File: src/rtl/sram_pkg.sv
// rtl/sram_pkg.sv - shared types and timing defaults for the SRAM write drain and read sequencer
// Contents:
//   drain_state_t           write-drain FSM states
//   ENTRY_ADDR_BIT          bit index of the is_addr flag in a default-width FIFO entry
//   DEFAULT_*               default SRAM widths and cycle timings
//   PHASE_TIMER_WIDTH       width of the phase down-counter
package sram_pkg;

    typedef enum logic [2:0] {
        IDLE  = 3'd0,
        POP   = 3'd1,
        LATCH = 3'd2,
        SETUP = 3'd3,
        PULSE = 3'd4,
        HOLD  = 3'd5
    } drain_state_t;

    localparam int DEFAULT_DATA_WIDTH   = 16;
    localparam int DEFAULT_ADDR_WIDTH   = 16;
    localparam int ENTRY_ADDR_BIT       = DEFAULT_DATA_WIDTH;

    localparam int DEFAULT_SETUP_CYCLES = 1;
    localparam int DEFAULT_PULSE_CYCLES = 2;
    localparam int DEFAULT_HOLD_CYCLES  = 1;

    localparam int PHASE_TIMER_WIDTH    = 16;

endpackage

File: src/rtl/sram_phase_timer.sv
// rtl/sram_phase_timer.sv - loadable down-counter timing one SRAM cycle phase
// Ports:
//   clk, rst   clock and asynchronous active-high reset
//   load       restart the phase; asserted on the cycle before the phase begins
//   cycles     length of the phase in clock cycles (>= 1)
//   done       high on the last cycle of the phase
module sram_phase_timer
    import sram_pkg::*;
#(
    parameter int WIDTH = PHASE_TIMER_WIDTH
) (
    input  logic             clk,
    input  logic             rst,
    input  logic             load,
    input  logic [WIDTH-1:0] cycles,
    output logic             done
);

    logic [WIDTH-1:0] remaining;

    // Loading cycles-1 makes the first cycle of the phase count as one, so a
    // phase of N cycles reaches zero (done) on its Nth cycle.
    always_ff @(posedge clk or posedge rst) begin
        if (rst) begin
            remaining <= '0;
        end else if (load) begin
            remaining <= cycles - 1'b1;
        end else if (remaining != '0) begin
            remaining <= remaining - 1'b1;
        end
    end

    assign done = (remaining == '0);

endmodule

File: src/rtl/sram_write_drain.sv
// rtl/sram_write_drain.sv - drains the write-request FIFO into timed asynchronous SRAM write cycles
// Ports:
//   clk, rst        clock and asynchronous active-high reset
//   enable          permits new pops; a started entry always completes
//   fifo_empty      FIFO empty flag, sampled only in IDLE
//   fifo_rd_en      single-cycle pop request
//   fifo_data       registered FIFO output: {is_addr, payload}
//   sram_addr       SRAM address (post-incremented after each data write)
//   sram_dq_out     SRAM write data
//   sram_dq_oe      drive the SRAM data bus
//   sram_ce_n       chip enable, active low
//   sram_we_n       write enable, active low
//   busy            high whenever the FSM is not in IDLE
//   words_written   count of completed data writes, wraps
module sram_write_drain
    import sram_pkg::*;
#(
    parameter int DATA_WIDTH   = DEFAULT_DATA_WIDTH,
    parameter int ADDR_WIDTH   = DEFAULT_ADDR_WIDTH,
    parameter int SETUP_CYCLES = DEFAULT_SETUP_CYCLES,
    parameter int PULSE_CYCLES = DEFAULT_PULSE_CYCLES,
    parameter int HOLD_CYCLES  = DEFAULT_HOLD_CYCLES
) (
    input  logic                  clk,
    input  logic                  rst,
    input  logic                  enable,
    input  logic                  fifo_empty,
    output logic                  fifo_rd_en,
    input  logic [DATA_WIDTH:0]   fifo_data,
    output logic [ADDR_WIDTH-1:0] sram_addr,
    output logic [DATA_WIDTH-1:0] sram_dq_out,
    output logic                  sram_dq_oe,
    output logic                  sram_ce_n,
    output logic                  sram_we_n,
    output logic                  busy,
    output logic [15:0]           words_written
);

    localparam logic [PHASE_TIMER_WIDTH-1:0] SETUP_LOAD = PHASE_TIMER_WIDTH'(SETUP_CYCLES);
    localparam logic [PHASE_TIMER_WIDTH-1:0] PULSE_LOAD = PHASE_TIMER_WIDTH'(PULSE_CYCLES);
    localparam logic [PHASE_TIMER_WIDTH-1:0] HOLD_LOAD  = PHASE_TIMER_WIDTH'(HOLD_CYCLES);

    drain_state_t                 state, nextState;
    logic                         loadTimer;
    logic [PHASE_TIMER_WIDTH-1:0] loadCycles;
    logic                         phaseDone;
    logic                         entryIsAddr;
    logic [ADDR_WIDTH-1:0]        addrReg;
    logic [DATA_WIDTH-1:0]        dataReg;
    logic [15:0]                  wordCount;

    // The is_addr flag sits just above the payload.
    assign entryIsAddr = fifo_data[DATA_WIDTH];

    sram_phase_timer #(
        .WIDTH (PHASE_TIMER_WIDTH)
    ) phaseTimer (
        .clk    (clk),
        .rst    (rst),
        .load   (loadTimer),
        .cycles (loadCycles),
        .done   (phaseDone)
    );

    always_ff @(posedge clk or posedge rst) begin
        if (rst) begin
            state <= IDLE;
        end else begin
            state <= nextState;
        end
    end

    // Outputs decode straight from the state register, so an asynchronous
    // reset releases we_n and ce_n in the same instant.
    always_comb begin
        nextState  = state;
        loadTimer  = 1'b0;
        loadCycles = '0;
        fifo_rd_en = 1'b0;
        sram_ce_n  = 1'b1;
        sram_we_n  = 1'b1;
        sram_dq_oe = 1'b0;
        busy       = 1'b1;
        case (state)
            IDLE: begin
                busy = 1'b0;
                if (enable && !fifo_empty) begin
                    nextState = POP;
                end
            end
            POP: begin
                fifo_rd_en = 1'b1;
                nextState  = LATCH;
            end
            LATCH: begin
                if (entryIsAddr) begin
                    nextState = IDLE;
                end else begin
                    nextState  = SETUP;
                    loadTimer  = 1'b1;
                    loadCycles = SETUP_LOAD;
                end
            end
            SETUP: begin
                sram_ce_n  = 1'b0;
                sram_dq_oe = 1'b1;
                if (phaseDone) begin
                    nextState  = PULSE;
                    loadTimer  = 1'b1;
                    loadCycles = PULSE_LOAD;
                end
            end
            PULSE: begin
                sram_ce_n  = 1'b0;
                sram_dq_oe = 1'b1;
                sram_we_n  = 1'b0;
                if (phaseDone) begin
                    nextState  = HOLD;
                    loadTimer  = 1'b1;
                    loadCycles = HOLD_LOAD;
                end
            end
            HOLD: begin
                sram_ce_n  = 1'b0;
                sram_dq_oe = 1'b1;
                if (phaseDone) begin
                    nextState = IDLE;
                end
            end
            default: begin
                nextState = IDLE;
            end
        endcase
    end

    // Address and data only move in LATCH or on the final HOLD cycle, which
    // keeps the pins stable across the whole SETUP..HOLD window.
    always_ff @(posedge clk or posedge rst) begin
        if (rst) begin
            addrReg   <= '0;
            dataReg   <= '0;
            wordCount <= '0;
        end else begin
            if (state == LATCH) begin
                if (entryIsAddr) begin
                    addrReg <= fifo_data[ADDR_WIDTH-1:0];
                end else begin
                    dataReg <= fifo_data[DATA_WIDTH-1:0];
                end
            end
            if (state == HOLD && phaseDone) begin
                addrReg   <= addrReg + 1'b1;
                wordCount <= wordCount + 1'b1;
            end
        end
    end

    assign sram_addr     = addrReg;
    assign sram_dq_out   = dataReg;
    assign words_written = wordCount;

endmodule

File: config.mk
export PLATFORM = sky130hd
export DESIGN_NAME = sram_write_drain
export DESIGN_NICKNAME = d
export VERILOG_FILES = /design/src/rtl/sram_pkg.sv /design/src/rtl/sram_phase_timer.sv /design/src/rtl/sram_write_drain.sv
export SDC_FILE = /design/constraint.sdc
export NUM_CORES = 1
export LEC_CHECK = 0
export CORE_MARGIN = 5
export CORE_UTILIZATION = 25
export CTS_CLUSTER_SIZE = 16
export DETAILED_ROUTE_END_ITERATION = 7
export SETUP_SLACK_MARGIN = 0.1
export SYNTH_ARGS = -nofsm -noshare
export SYNTH_HDL_FRONTEND = slang
export SYNTH_SLANG_ARGS = --single-unit
File: constraint.sdc
create_clock -name clk -period 4.2 [get_ports clk]
set_input_delay 1.26 -clock clk [delete_from_list [all_inputs] [get_ports clk]]
set_output_delay 1.26 -clock clk [all_outputs]
set_load 0.005 [all_outputs]
==> summary.txt <==
Timing
  – Max frequency: 303 MHz
  – Fin Setup TNS: 0 ns
  – Hold WS: 0.469 ns
  – RSZ-0062 raised after global routing: false
  – Slew HR: 44.5%
  – Final hold vios: 0
  – Final worst-path cycle share: 78.6%
  – Clock Skew: 0.00437 ns
  – Worst-Margin Slew: 0.829 ns
  – Fin crit period: 3.30 ns
  – Slew Limit Fails: 0
  – Setup Viol. Count Final: 0

Route
  – Residual DRC: 0
  – Initial drt markers: 143
  – Routed len/inst: 15.1 um
  – Post-DRT Antenna Nets: 0
  – DR vias/cell: 4.80
  – Total Wirelength: 8.87 mm
  – Router iterations before antenna repair: 4
  – Vias: 2,817

Clocking
  – # clock sinks: 67
  – Root Buffer: clkbuf_16
  – Clock Latency Late Sink: 0.33 ns
  – Cts bufs inserted: 9
  – Setup bufs post-CTS: 0
  – CTS tree: yes
  – Post-CTS resize count: 0
  – Clock transition at path regs: 0.06 ns
  – Clock Path Buffers: 2
  – # H-tree levels: 3
  – Post-CTS Hold Fix Bufs: 0

Global route
  – Met2 usage: 18.1%
  – Number of global-route vias before repair: 2,880
  – Most Crowded Layer GR: met2
  – Met1 Track Usage GR: 14.8%
  – GR Util All Layers: 11.5%
  – Largest net degree at the start of global routing: 32
  – First-pass GRT wire length: 14.7 mm
  – Initial antenna violation count: 0
  – Met3 Track Usage GR: 4.14%
  – GRT overflow: 0

Synth
  – Ys async rst share: 100%
  – Synth warn: 0
  – Distinct cells, synth: 45
  – Number of synthesized flops with an enable pin: 0
  – Synth Instances: 331
  – Mean Syn Cell Area: 10.1 um2
  – Synthesized area: 3340 um2
  – Synth Net Count: 357
  – Seq/Total Area, Yosys: 50.2%
  – Ys flop type: dfrtp_1
  – FF+latch count, synth: 67

Cells and area
  – Most common cell after layout, fill and taps aside: clkdlybuf4s50_1
  – Antenna Cells: 0
  – Most frequent cells in the layout: clkdlybuf4s50_1 (73), dfrtp_1 (67), nand2_1 (29), nor2_1 (25)
  – Final core utilization: 35.2%
  – # nets final: 432
  – Area Growth Syn to Fin: 39.2%
  – Layout cells sized above 1: 11.2%

Setup path
  – Critical path class: flop to primary output
  – Crit end category: primary output
  – CP max-delay cell: clkdlybuf4s50_1
  – FF-to-FF setup slack: 1.39 ns
  – RR Startpoint: phaseTimer.remaining[6]
  – Crit path cell chain: nor2b_1 -> nand2_1 -> nand2_1 -> clkdlybuf4s50_1
  – Worst path required time: 2.94 ns
  – CP top delay family: simple AND/OR/NAND/NOR gates
  – Buf/Inv on CP: 1
  – Reg2reg end: sram_addr[8]
  – WP data arrival: 2.04 ns
  – Critical-path maximum fanout: 10
  – R2R cell count: 5
  – Crit-path most repeated cell: nand2_1
  – Startpoint Class: flop
  – Max incr delay on CP: 0.52 ns

Die
  – Starting Density: 25.3%
  – Cell Rows: 42
  – Top Ports: 74
  – Die width: 126 um
  – Die area: 15,800 um2
  – Height of the die: 126 um
  – Core footprint: 13,200 um2

Hold path
  – Hold wc startpoint: words_written[15]
  – WHS Path Cells: 1
  – Worst Hold Path EP: words_written[15]
  – Worst Hold Class: flop to flop

Placement
  – Routability cong.: 0.863
  – Dpl hpwl: 6.54 mm
  – Port Buffers: 73

Power and ir drop
  – Worst VDD drop: 0.000387 V
  – Pleak: 1.80 nW
  – Pwr/cell area: 655 nW/um2

Run
  – Max-capacitance violation count: 0

Outcome
  – Status: completed
[kinds of logic after synthesis]
group / count (synthesis) / share of synthesized area, %
flip-flops: 67 / 50.2
multiplexers: 17 / 5.74
AND/OR/NAND/NOR: 135 / 21.2
buffers and inverters: 26 / 3.00
AO/OA/AOI/OAI: 53 / 10.6
adder cells (fa/ha/maj): 5 / 1.87
XOR/XNOR: 28 / 7.35
[routing by layer]
layer	wire, um	share of wire, %	up-vias
met3	586	6.6	6
met5	0	0	-
li1	-	-	1353
met1	4100	46	1369
met2	4120	46	89
met4	63	0.71	0
[power by group]
group / total [W] / internal (W) / leakage (nW) / switching, W
Clock: 0.000922 / 0.000638 / 0.172 / 0.000283
Sequential: 0.00114 / 0.000883 / 0.796 / 0.000255
Combinational: 0.000984 / 0.000597 / 0.829 / 0.000387
Total: 0.00304 / 0.00212 / 1.80 / 0.000925
[flip-flops by register name, indices dropped and copies added, names as in the netlist]
| signal | count |
|---|---|
| phaseTimer.remaining | 16 |
| words_written | 16 |
| sram_dq_out | 16 |
| sram_addr | 16 |
| state | 3 |
[worst max path at each step]
stage	slack, ns	to	from	depth (start not counted)
after floorplan	0.95	phaseTimer.remaining[10]	fifo_data[16]	7
after global placement	1.16	sram_dq_out[7]	fifo_data[16]	4
after detailed placement	1.09	sram_dq_out[8]	fifo_data[16]	4
after CTS	0.89	sram_dq_oe	state[1]	4
after global routing	0.81	sram_ce_n	state[1]	5
final	0.90	sram_dq_oe	state[1]	4
[worst register-to-register path: stages, from the launching register on]
cell	delay (ns)
dfrtp_1	0.43
or4_4	0.55
or4_1	0.59
nor2_1	0.69
a31oi_1	0.19
a311oi_1	0.27
[synth_stat cells (2+ instances only)]
master / number / area [um2]
a211oi_1: 3 / 22.5
a21oi_1: 16 / 80.1
a2bb2oi_1: 2 / 17.5
a311oi_1: 3 / 26.3
a31oi_1: 5 / 31.3
and2_1: 3 / 18.8
and3_1: 4 / 25.0
and4_1: 2 / 17.5
buf_2: 2 / 10.0
clkbuf_1: 13 / 48.8
dfrtp_1: 67 / 1680
ha_1: 5 / 62.6
inv_1: 11 / 41.3
mux2_2: 17 / 191
nand2_1: 29 / 109
nand2b_1: 3 / 18.8
nand3_1: 12 / 60.1
nand4_1: 12 / 75.1
nor2_1: 25 / 93.8
nor2b_1: 3 / 18.8
nor3_1: 17 / 85.1
nor3b_1: 2 / 15.0
nor4_1: 5 / 31.3
o211ai_1: 6 / 45.0
o21a_1: 2 / 15.0
o21ai_0: 6 / 30.0
o311ai_0: 4 / 35.0
or2_2: 3 / 18.8
or3_1: 3 / 18.8
or4_1: 5 / 37.5
xnor2_1: 16 / 140
xor2_1: 12 / 105
[metrics by stage]
step,instance area [um2],power [W],instances,worst slack [ns]
after global routing,4650,0.00324,587,0.811
after global placement,4280,0.00211,571,1.16
final,4650,0.00304,587,0.898
after detailed placement,4280,0.00214,571,1.09
after CTS,4650,0.00308,587,0.893
after floorplan,3340,0.00160,331,0.955
[cell type report]
cell class,instances,area (um2)
clock buffer,9,225
clock inverter,7,140
fill,1332,8540
inverter,11,41.3
multi-input combinational,238,1570
sequential,67,1680
tap,176,220
timing repair buffer,79,776
(Power assumes the default switching activity.)
